**src/rtl/ehl_gpio_bank.sv**
```systemverilog
// ehl_gpio_bank - parametrised GPIO bank with a small register interface.
//
// Purpose: sits between a bus-slave adapter and the pad ring. Provides an
// output data register with set/clear/invert aliases, a per-bit direction
// register, a multi-flop input synchroniser, an optional debounce filter and
// a per-bit sticky interrupt engine (level or edge, polarity, both-edge).
//
// Ports:
//   clk        single clock, everything on the rising edge
//   reset      synchronous active-high reset
//   reg_wr     one-cycle write strobe
//   reg_rd     one-cycle read strobe
//   reg_addr   register index (0..15)
//   reg_wdata  write data
//   reg_rdata  registered read data, valid the cycle after reg_rd
//   gpio_in    asynchronous pad inputs
//   gpio_out   pad output data (OUT register)
//   gpio_oe    pad output enable (DIR register, 1 = drive)
//   irq        registered interrupt request
//
// Configuration macro: EHL_GPIO_DEBOUNCE_EN compiles in a per-bit debounce
// filter of DEBOUNCE_CNT stable cycles. Without it the filtered input is the
// synchroniser output.

module ehl_gpio_bank #(
  parameter int unsigned WIDTH        = 32,
  parameter logic [31:0] REG_INIT     = 32'h0,
  parameter int unsigned SYNC_STAGES  = 2,
  parameter int unsigned DEBOUNCE_CNT = 16
) (
  input  logic             clk,
  input  logic             reset,
  input  logic             reg_wr,
  input  logic             reg_rd,
  input  logic [3:0]       reg_addr,
  input  logic [WIDTH-1:0] reg_wdata,
  output logic [WIDTH-1:0] reg_rdata,
  input  logic [WIDTH-1:0] gpio_in,
  output logic [WIDTH-1:0] gpio_out,
  output logic [WIDTH-1:0] gpio_oe,
  output logic             irq
);

  localparam logic [WIDTH-1:0] OUT_INIT = REG_INIT[WIDTH-1:0];
  localparam int unsigned      ARM_W    = $clog2(SYNC_STAGES + 2);
  localparam logic [ARM_W-1:0] ARM_DONE = ARM_W'(SYNC_STAGES + 1);

  localparam logic [3:0] ADDR_OUT      = 4'd0;
  localparam logic [3:0] ADDR_OUT_SET  = 4'd1;
  localparam logic [3:0] ADDR_OUT_CLR  = 4'd2;
  localparam logic [3:0] ADDR_OUT_INV  = 4'd3;
  localparam logic [3:0] ADDR_DIR      = 4'd4;
  localparam logic [3:0] ADDR_IRQ_EN   = 4'd5;
  localparam logic [3:0] ADDR_IRQ_TYPE = 4'd6;
  localparam logic [3:0] ADDR_IRQ_POL  = 4'd7;
  localparam logic [3:0] ADDR_IRQ_BOTH = 4'd8;
  localparam logic [3:0] ADDR_IN       = 4'd9;
  localparam logic [3:0] ADDR_IRQ_STAT = 4'd10;

  logic [WIDTH-1:0] sync_q [SYNC_STAGES];
  logic [WIDTH-1:0] sync_d [SYNC_STAGES];
  logic [WIDTH-1:0] sync_in, filt_in;
  logic [WIDTH-1:0] in_prev_q, in_prev_d;
  logic [ARM_W-1:0] arm_cnt_q, arm_cnt_d;
  logic [WIDTH-1:0] out_q, out_d, dir_q, dir_d;
  logic [WIDTH-1:0] irq_en_q, irq_en_d, irq_type_q, irq_type_d;
  logic [WIDTH-1:0] irq_pol_q, irq_pol_d, irq_both_q, irq_both_d;
  logic [WIDTH-1:0] irq_stat_q, irq_stat_d, rdata_q, rdata_d;
  logic             irq_q, irq_d;
  logic [WIDTH-1:0] rise, fall, edge_ev, level_ev, event_v, w1c;

  // Synchroniser shift chain; the last stage is the metastability-safe input.
  always_comb begin
    sync_d[0] = gpio_in;
    for (int i = 1; i < SYNC_STAGES; i++) sync_d[i] = sync_q[i-1];
  end

  assign sync_in = sync_q[SYNC_STAGES-1];

`ifdef EHL_GPIO_DEBOUNCE_EN
  localparam int unsigned     DB_W   = $clog2(DEBOUNCE_CNT);
  localparam logic [DB_W-1:0] DB_MAX = DB_W'(DEBOUNCE_CNT - 1);

  logic [WIDTH-1:0] filt_q, filt_d;
  logic [DB_W-1:0]  db_cnt_q [WIDTH];
  logic [DB_W-1:0]  db_cnt_d [WIDTH];

  // Each bit counts consecutive cycles where the synchronised input disagrees
  // with the filtered value; any agreement restarts the count, so only a level
  // held for DEBOUNCE_CNT cycles is accepted.
  always_comb begin
    filt_d = filt_q;
    for (int b = 0; b < WIDTH; b++) begin
      db_cnt_d[b] = '0;
      if (sync_in[b] != filt_q[b]) begin
        if (db_cnt_q[b] == DB_MAX) filt_d[b] = sync_in[b];
        else                       db_cnt_d[b] = db_cnt_q[b] + DB_W'(1);
      end
    end
  end

  // Debounce state registers.
  always_ff @(posedge clk) begin
    if (reset) begin
      filt_q <= '0;
      for (int b = 0; b < WIDTH; b++) db_cnt_q[b] <= '0;
    end else begin
      filt_q <= filt_d;
      for (int b = 0; b < WIDTH; b++) db_cnt_q[b] <= db_cnt_d[b];
    end
  end

  assign filt_in = filt_q;
`else
  assign filt_in = sync_in;
`endif

  // Event detection. Edge events stay blocked until the arm counter has seen
  // the synchroniser flush after reset, so a pin held high through reset does
  // not look like a rising edge. Level events are never blocked.
  always_comb begin
    rise     = filt_in & ~in_prev_q;
    fall     = ~filt_in & in_prev_q;
    edge_ev  = (irq_both_q & (rise | fall)) |
               (~irq_both_q & ((irq_pol_q & rise) | (~irq_pol_q & fall)));
    level_ev = ~(filt_in ^ irq_pol_q);
    if (arm_cnt_q != ARM_DONE) edge_ev = '0;
    event_v  = (irq_type_q & edge_ev) | (~irq_type_q & level_ev);
  end

  // Register writes, sticky status with set-over-clear priority, interrupt
  // request and the read mux.
  always_comb begin
    in_prev_d  = filt_in;
    arm_cnt_d  = (arm_cnt_q == ARM_DONE) ? arm_cnt_q : arm_cnt_q + ARM_W'(1);
    out_d      = out_q;
    dir_d      = dir_q;
    irq_en_d   = irq_en_q;
    irq_type_d = irq_type_q;
    irq_pol_d  = irq_pol_q;
    irq_both_d = irq_both_q;
    w1c        = '0;
    if (reg_wr) begin
      case (reg_addr)
        ADDR_OUT:      out_d      = reg_wdata;
        ADDR_OUT_SET:  out_d      = out_q | reg_wdata;
        ADDR_OUT_CLR:  out_d      = out_q & ~reg_wdata;
        ADDR_OUT_INV:  out_d      = out_q ^ reg_wdata;
        ADDR_DIR:      dir_d      = reg_wdata;
        ADDR_IRQ_EN:   irq_en_d   = reg_wdata;
        ADDR_IRQ_TYPE: irq_type_d = reg_wdata;
        ADDR_IRQ_POL:  irq_pol_d  = reg_wdata;
        ADDR_IRQ_BOTH: irq_both_d = reg_wdata;
        ADDR_IRQ_STAT: w1c        = reg_wdata;
        default:       ;
      endcase
    end
    irq_stat_d = (irq_stat_q & ~w1c) | event_v;
    irq_d      = |(irq_stat_q & irq_en_q);
    rdata_d    = rdata_q;
    if (reg_rd) begin
      case (reg_addr)
        ADDR_OUT, ADDR_OUT_SET,
        ADDR_OUT_CLR, ADDR_OUT_INV: rdata_d = out_q;
        ADDR_DIR:                   rdata_d = dir_q;
        ADDR_IRQ_EN:                rdata_d = irq_en_q;
        ADDR_IRQ_TYPE:              rdata_d = irq_type_q;
        ADDR_IRQ_POL:               rdata_d = irq_pol_q;
        ADDR_IRQ_BOTH:              rdata_d = irq_both_q;
        ADDR_IN:                    rdata_d = filt_in;
        ADDR_IRQ_STAT:              rdata_d = irq_stat_q;
        default:                    rdata_d = '0;
      endcase
    end
  end

  // All bank state, restored together by reset.
  always_ff @(posedge clk) begin
    if (reset) begin
      for (int i = 0; i < SYNC_STAGES; i++) sync_q[i] <= '0;
      in_prev_q  <= '0;
      arm_cnt_q  <= '0;
      out_q      <= OUT_INIT;
      dir_q      <= '0;
      irq_en_q   <= '0;
      irq_type_q <= '0;
      irq_pol_q  <= '0;
      irq_both_q <= '0;
      irq_stat_q <= '0;
      rdata_q    <= '0;
      irq_q      <= 1'b0;
    end else begin
      for (int i = 0; i < SYNC_STAGES; i++) sync_q[i] <= sync_d[i];
      in_prev_q  <= in_prev_d;
      arm_cnt_q  <= arm_cnt_d;
      out_q      <= out_d;
      dir_q      <= dir_d;
      irq_en_q   <= irq_en_d;
      irq_type_q <= irq_type_d;
      irq_pol_q  <= irq_pol_d;
      irq_both_q <= irq_both_d;
      irq_stat_q <= irq_stat_d;
      rdata_q    <= rdata_d;
      irq_q      <= irq_d;
    end
  end

  assign gpio_out  = out_q;
  assign gpio_oe   = dir_q;
  assign reg_rdata = rdata_q;
  assign irq       = irq_q;

endmodule

```
**config.mk**
```make
export PLATFORM = sky130hd
export DESIGN_NAME = ehl_gpio_bank
export DESIGN_NICKNAME = d
export VERILOG_FILES = /design/src/rtl/ehl_gpio_bank.sv
export SDC_FILE = /design/constraint.sdc
export NUM_CORES = 1
export LEC_CHECK = 0
export CORE_ASPECT_RATIO = 1.25
export CORE_UTILIZATION = 53
export DETAILED_ROUTE_END_ITERATION = 10
export PLACE_DENSITY = 0.79
export SKIP_LAST_GASP = 1
export SYNTH_ARGS = -nofsm -noshare
export SYNTH_HDL_FRONTEND = slang
export SYNTH_SLANG_ARGS = --single-unit
```
**constraint.sdc**
```tcl
create_clock -name clk -period 2.39 [get_ports clk]
set_clock_uncertainty 0.15 [all_clocks]
set_input_delay 0.478 -clock clk [delete_from_list [all_inputs] [get_ports clk]]
set_output_delay 0.478 -clock clk [all_outputs]
set_load 0.01 [all_outputs]
```
After elaboration in Yosys (flattened, before gate mapping) --
Memories as Yosys holds them, arrays and structs flattened. Index checks and enable logic that the tools add are counted.
Cells by class: add/sub/neg operators 1, equality and inequality tests 12, muxes and demuxes 10, bitwise operators 29, reductions and logical operators 10
Operators with widths (count):
- AND 32 bit | 11
- NOT 32 bit | 8
- case mux 32 bit (8 select lines) | 1
- OR 32 bit | 6
- two-way mux 32 bit | 5
- case mux 32 bit (4 select lines) | 1
- XOR 32 bit | 2
- OR reduction 32 bit | 1
- == test 4 x 3 -> 1 bit, second input constant | 4
- == test 4 bit, second input constant | 3
- AND reduction 2 bit | 6
- == test 4 x 2 -> 1 bit, second input constant | 2
- == test 4 x 1 -> 1 bit, second input constant | 1
- logical NOT 4 bit | 1
- nonzero test 4 bit | 1
- OR reduction 4 bit | 1
- two-way mux 1 bit | 3
- adder 2 x 1 -> 2 bit, second input constant | 1
- == test 2 bit, second input constant | 1
- inequality test 2 bit, second input constant | 1
- OR 1 bit | 2
Word-level totals: bits in registers 291, bits in writable memories 64, input bits 72, output and inout port bits 97, memories kept 1
Memory list:
- sync_q | words 2, bits a word 32, rd ports 2, clocked after memory_dff 0, wr ports 2, RTL line 60 | logic [WIDTH-1:0] sync_q [SYNC_STAGES];

Logic depth before layout (Yosys ltp) --
word-level depth 10, gate-level depth with buffers 8, depth with buffers taken out 6

Least setup slack after synthesis --
OpenSTA, ideal clock, no wires.
path type input-to-reg, from input port reg_addr[0], to register rdata_q[3], in the netlist reg_rdata[3], data arrival time 1547 ps, required time 2112 ps, slack 566 ps, cell stages on the path 7, buffers on the path 3, cells stage by stage buf_4 -> buf_4 -> buf_6 -> mux2i_1 -> nor2_1 -> a2111oi_0 -> o21ai_1
On the way: word-level cells in the longest chain between the ends 3, elaborated cells on any way between the ends 13, those cells by class eq/ne: 10; mux: 1; reduce/logical: 2
Ends and longest elaborated chain:
- from (decl) | RTL line 35 | input logic [3:0] reg_addr,
- == test 4 x 1 -> 1 bit, or another cell as far along | RTL line 162 | case (reg_addr)
- OR reduction 4 bit | RTL line 162
- case mux 32 bit (8 select lines) * | RTL line 162
- to (signal assigned) | RTL line 203 | rdata_q <= rdata_d;
- to (decl) | RTL line 68 | logic [WIDTH-1:0] irq_stat_q, irq_stat_d, rdata_q, rdata_d;
Mark *: on every way between the ends. The rest lies on a longest branch, timed or not. A chain may end at the register's enable or synchronous reset.

Worst setup path after layout --
from register out_q[30], in the netlist gpio_out[30], to output port gpio_out[30]
RTL lines:
- from (decl) | RTL line 65 | logic [WIDTH-1:0] out_q, out_d, dir_q, dir_d;
- from (signal assigned) | RTL line 196 | out_q <= out_d;
- to (decl) | RTL line 39 | output logic [WIDTH-1:0] gpio_out,
No word-level cell between the ends.

==> flow_summary.yaml <==
clock_tree:
  post_cts_buffers: 0
  cts_sinks: 355
  clk_path_buf_depth: 3
  numCtsBuffers: 37
  htree_levels: 2
  cts_tree: "yes"
  cts_resized: 0
  clkTransAtPathRegs_ps: 60
  cts_root_buf: "clkbuf_16"
  cts_hold_buf: 0
  clkLatencyLatePin_ps: 540
logic_synthesis:
  synth_seq_cells: 355
  yosysMostFrequentCell: "dfxtp_1"
  synth_top_area_frac: 0.392
  avgSynthCellArea_um2: 8.32
  synth-edff-count: 0
  synth-async-reset-ratio: 0
  synthCells: 2183
  ys_warn_count: 0
  yosysSeqAreaShare: 0.392
  synth_cell_types: 53
  syn_nets: 2384
  yosys-top-cells-count: "dfxtp_1 (355), nand2_1 (353), a21oi_1 (262), nor2_1 (147), inv_1 (142)"
  synthesis.area_mm2: 0.0182
  synth_area_leader_cell: "dfxtp_1"
  synth_area_leaders: "dfxtp_1 (39%), ha_1 (8.9%), nand2_1 (7.3%), a21oi_1 (7.2%), mux2i_1 (4.7%)"
  synth_flop_cell: "dfxtp_1"
drt:
  drt-initial-drc-count: 1843
  wirelength_um: 58700
  drc: 0
  wire_per_inst_um: 21.0
  antenna_left: 0
  num_vias: 17075
  first_pass_iters: 6
  vias_per_cell: 6.11
die:
  ioPinCount: 169
  dieArea_mm2: 0.0350
  initial_core_util: 0.539
  fp.dieH_um: 209
  rows: 75
  core_mm2: 0.0337
  die_w_um: 168
setup_path:
  cp_data_arrival_time_ps: 1620
  crit_required_ps: 1760
  cpMaxStageDelayCell: "clkdlybuf4s50_1"
  critPathMaxStageDelay_ps: 600
  path_delay_family: "buffers and inverters"
  path_cells: "clkdlybuf4s50_1"
  crit_path_max_fanout: 5
  cp-start-kind: "flop"
  critPathKind: "reg -> out"
  path_buf_inv: 1
  cp-end-kind: "output pin"
sta:
  finalSetupViolations: 0
  period_share: 0.939
  clock.fmax_mhz: 445
  rsz0062_at_grt: "false"
  slew_violations: 0
  finalHoldViolations: 0
  setup_tns_ps: 0
  relSlewSlack: 0.506
  period_needed_ps: 2240
  worst_slew_pin_slew_ps: 741
pwr:
  p_per_area_mw_per_mm2: 631
  swShare: 0.257
  vdd_drop_max_v: 0.000402
  p_int_mw: 10.3
  total_power_mw: 13.8
  clockPowerShare: 0.428
  p_sw_mw: 3.56
  p_seq_frac: 0.455
  leakage_nw: 8.20
  pwr-share-comb: 0.117
run:
  max_cap_viol_count: 0
cells_and_area:
  area_growth_pct: 20.8
  antennaDiodeCount: 0
  final_nets: 2544
  drive_above_1_share: 0.0957
place:
  hpwl_um: 39500
  numPortBuffers: 168
  place_congestion: 0.962
global_routing:
  grt_max_degree: 161
  grt_overflow: 0
  grt_pass1_wl_um: 91000
  grt_pass1_vias: 16864
  grt_use_total: 0.331
  antenna_found_initial: 0
run_status:
  status: "finished, final reports clean"
hold_path:
  hold_path.class: "in -> reg"
stage by stage:
step                      instances  hold WS [ps]  area, um^2  utilization  setup WS, ps
after floorplan                2183           264       18200            -           566
after global placement         2727           269       20700        0.614           129
after detailed placement       2727           270       20700        0.614          49.4
after CTS                      2794          51.4       21900        0.651           145
after global routing           2794          70.5       21900        0.651           115
final                          2794          61.5       21900        0.651           145
area by class of cell:
cell class,count,area (um^2)
clock buffers,54,1120
multi-input cells,1526,9740
inverters,142,533
flip-flops and latches,355,7110
clock inverters,13,125
fillers,2687,11800
repair buffers,281,2760
well taps,423,529
cells in the final DEF (no fill, tap or decap), types with 11 or more instances in the layout:
cell / instances
nor2b_1: 70
o21ai_1: 14
dfxtp_1: 355
a31oi_1: 42
nand2_1: 353
buf_4: 95
o21ai_0: 50
o32ai_1: 12
inv_1: 142
a2111oi_0: 11
o22ai_1: 12
a21oi_1: 262
clkbuf_16: 39
xor2_1: 33
nor2_1: 145
nand4b_1: 13
ha_1: 129
a22oi_1: 34
buf_12: 19
nand2b_1: 14
mux2i_1: 85
a211oi_1: 65
mux2_2: 33
a22o_1: 17
nand3b_1: 38
clkdlybuf4s50_1: 163
path summary, 6_finish.rpt:
| kind | slack [ps] | cells past startpoint | endpoint | start |
|---|---|---|---|---|
| worst max-delay path | 150 | 1 | gpio_out[30] | gpio_out[30] |
| worst min-delay path | 60 | 2 | gpio_oe[0] | reset |
| worst max register to register | 450 | 4 | irq_stat_q[10] | arm_cnt_q[0] |
| worst min register to register | 280 | 1 | sync_q[0][55] | sync_q[0][23] |
cells by family after synthesis:
family / after synthesis / synth area share
AOI/OAI and AO/OA: 565 / 0.191
xor gates and xnor gates: 33 / 0.0159
adders and majority gates: 129 / 0.0889
buffers and inverters: 302 / 0.0732
DFF: 355 / 0.392
muxes: 118 / 0.0673
and+or+nand+nor: 681 / 0.172
sequential cells by signal (all words and copies together) (netlist names):
register,cells
irq_type_q,32
irq_both_q,32
gpio_out,32
irq_pol_q,32
irq,1
in_prev_q,32
gpio_oe,32
reg_rdata,32
irq_stat_q,32
arm_cnt_q,2
sync_q,64
irq_en_q,32
metal layers:
metal	routed length, um	up-vias	share of wire	GRT usage
li1	-	7804	-	-
met3	5650	290	0.096	0.0606
met4	4140	0	0.070	0.229
met5	0	-	0	0
met2	26900	976	0.46	0.539
met1	21900	8005	0.37	0.394
power groups by stage:
| stage | Combinational (mW) | Clock [mW] | Sequential [mW] |
|---|---|---|---|
| 6_report | 1.62 | 5.92 | 6.30 |
| 5_1_grt | 1.73 | 6.18 | 6.31 |
| 4_1_cts | 1.58 | 5.96 | 6.29 |
| 3_5_place_dp | 1.56 | 0 | 6.42 |
| 3_3_place_gp | 1.51 | 0 | 6.41 |
| 2_1_floorplan | 0.873 | 0 | 6.37 |
Note: power is estimated with default switching activity, not from simulation.
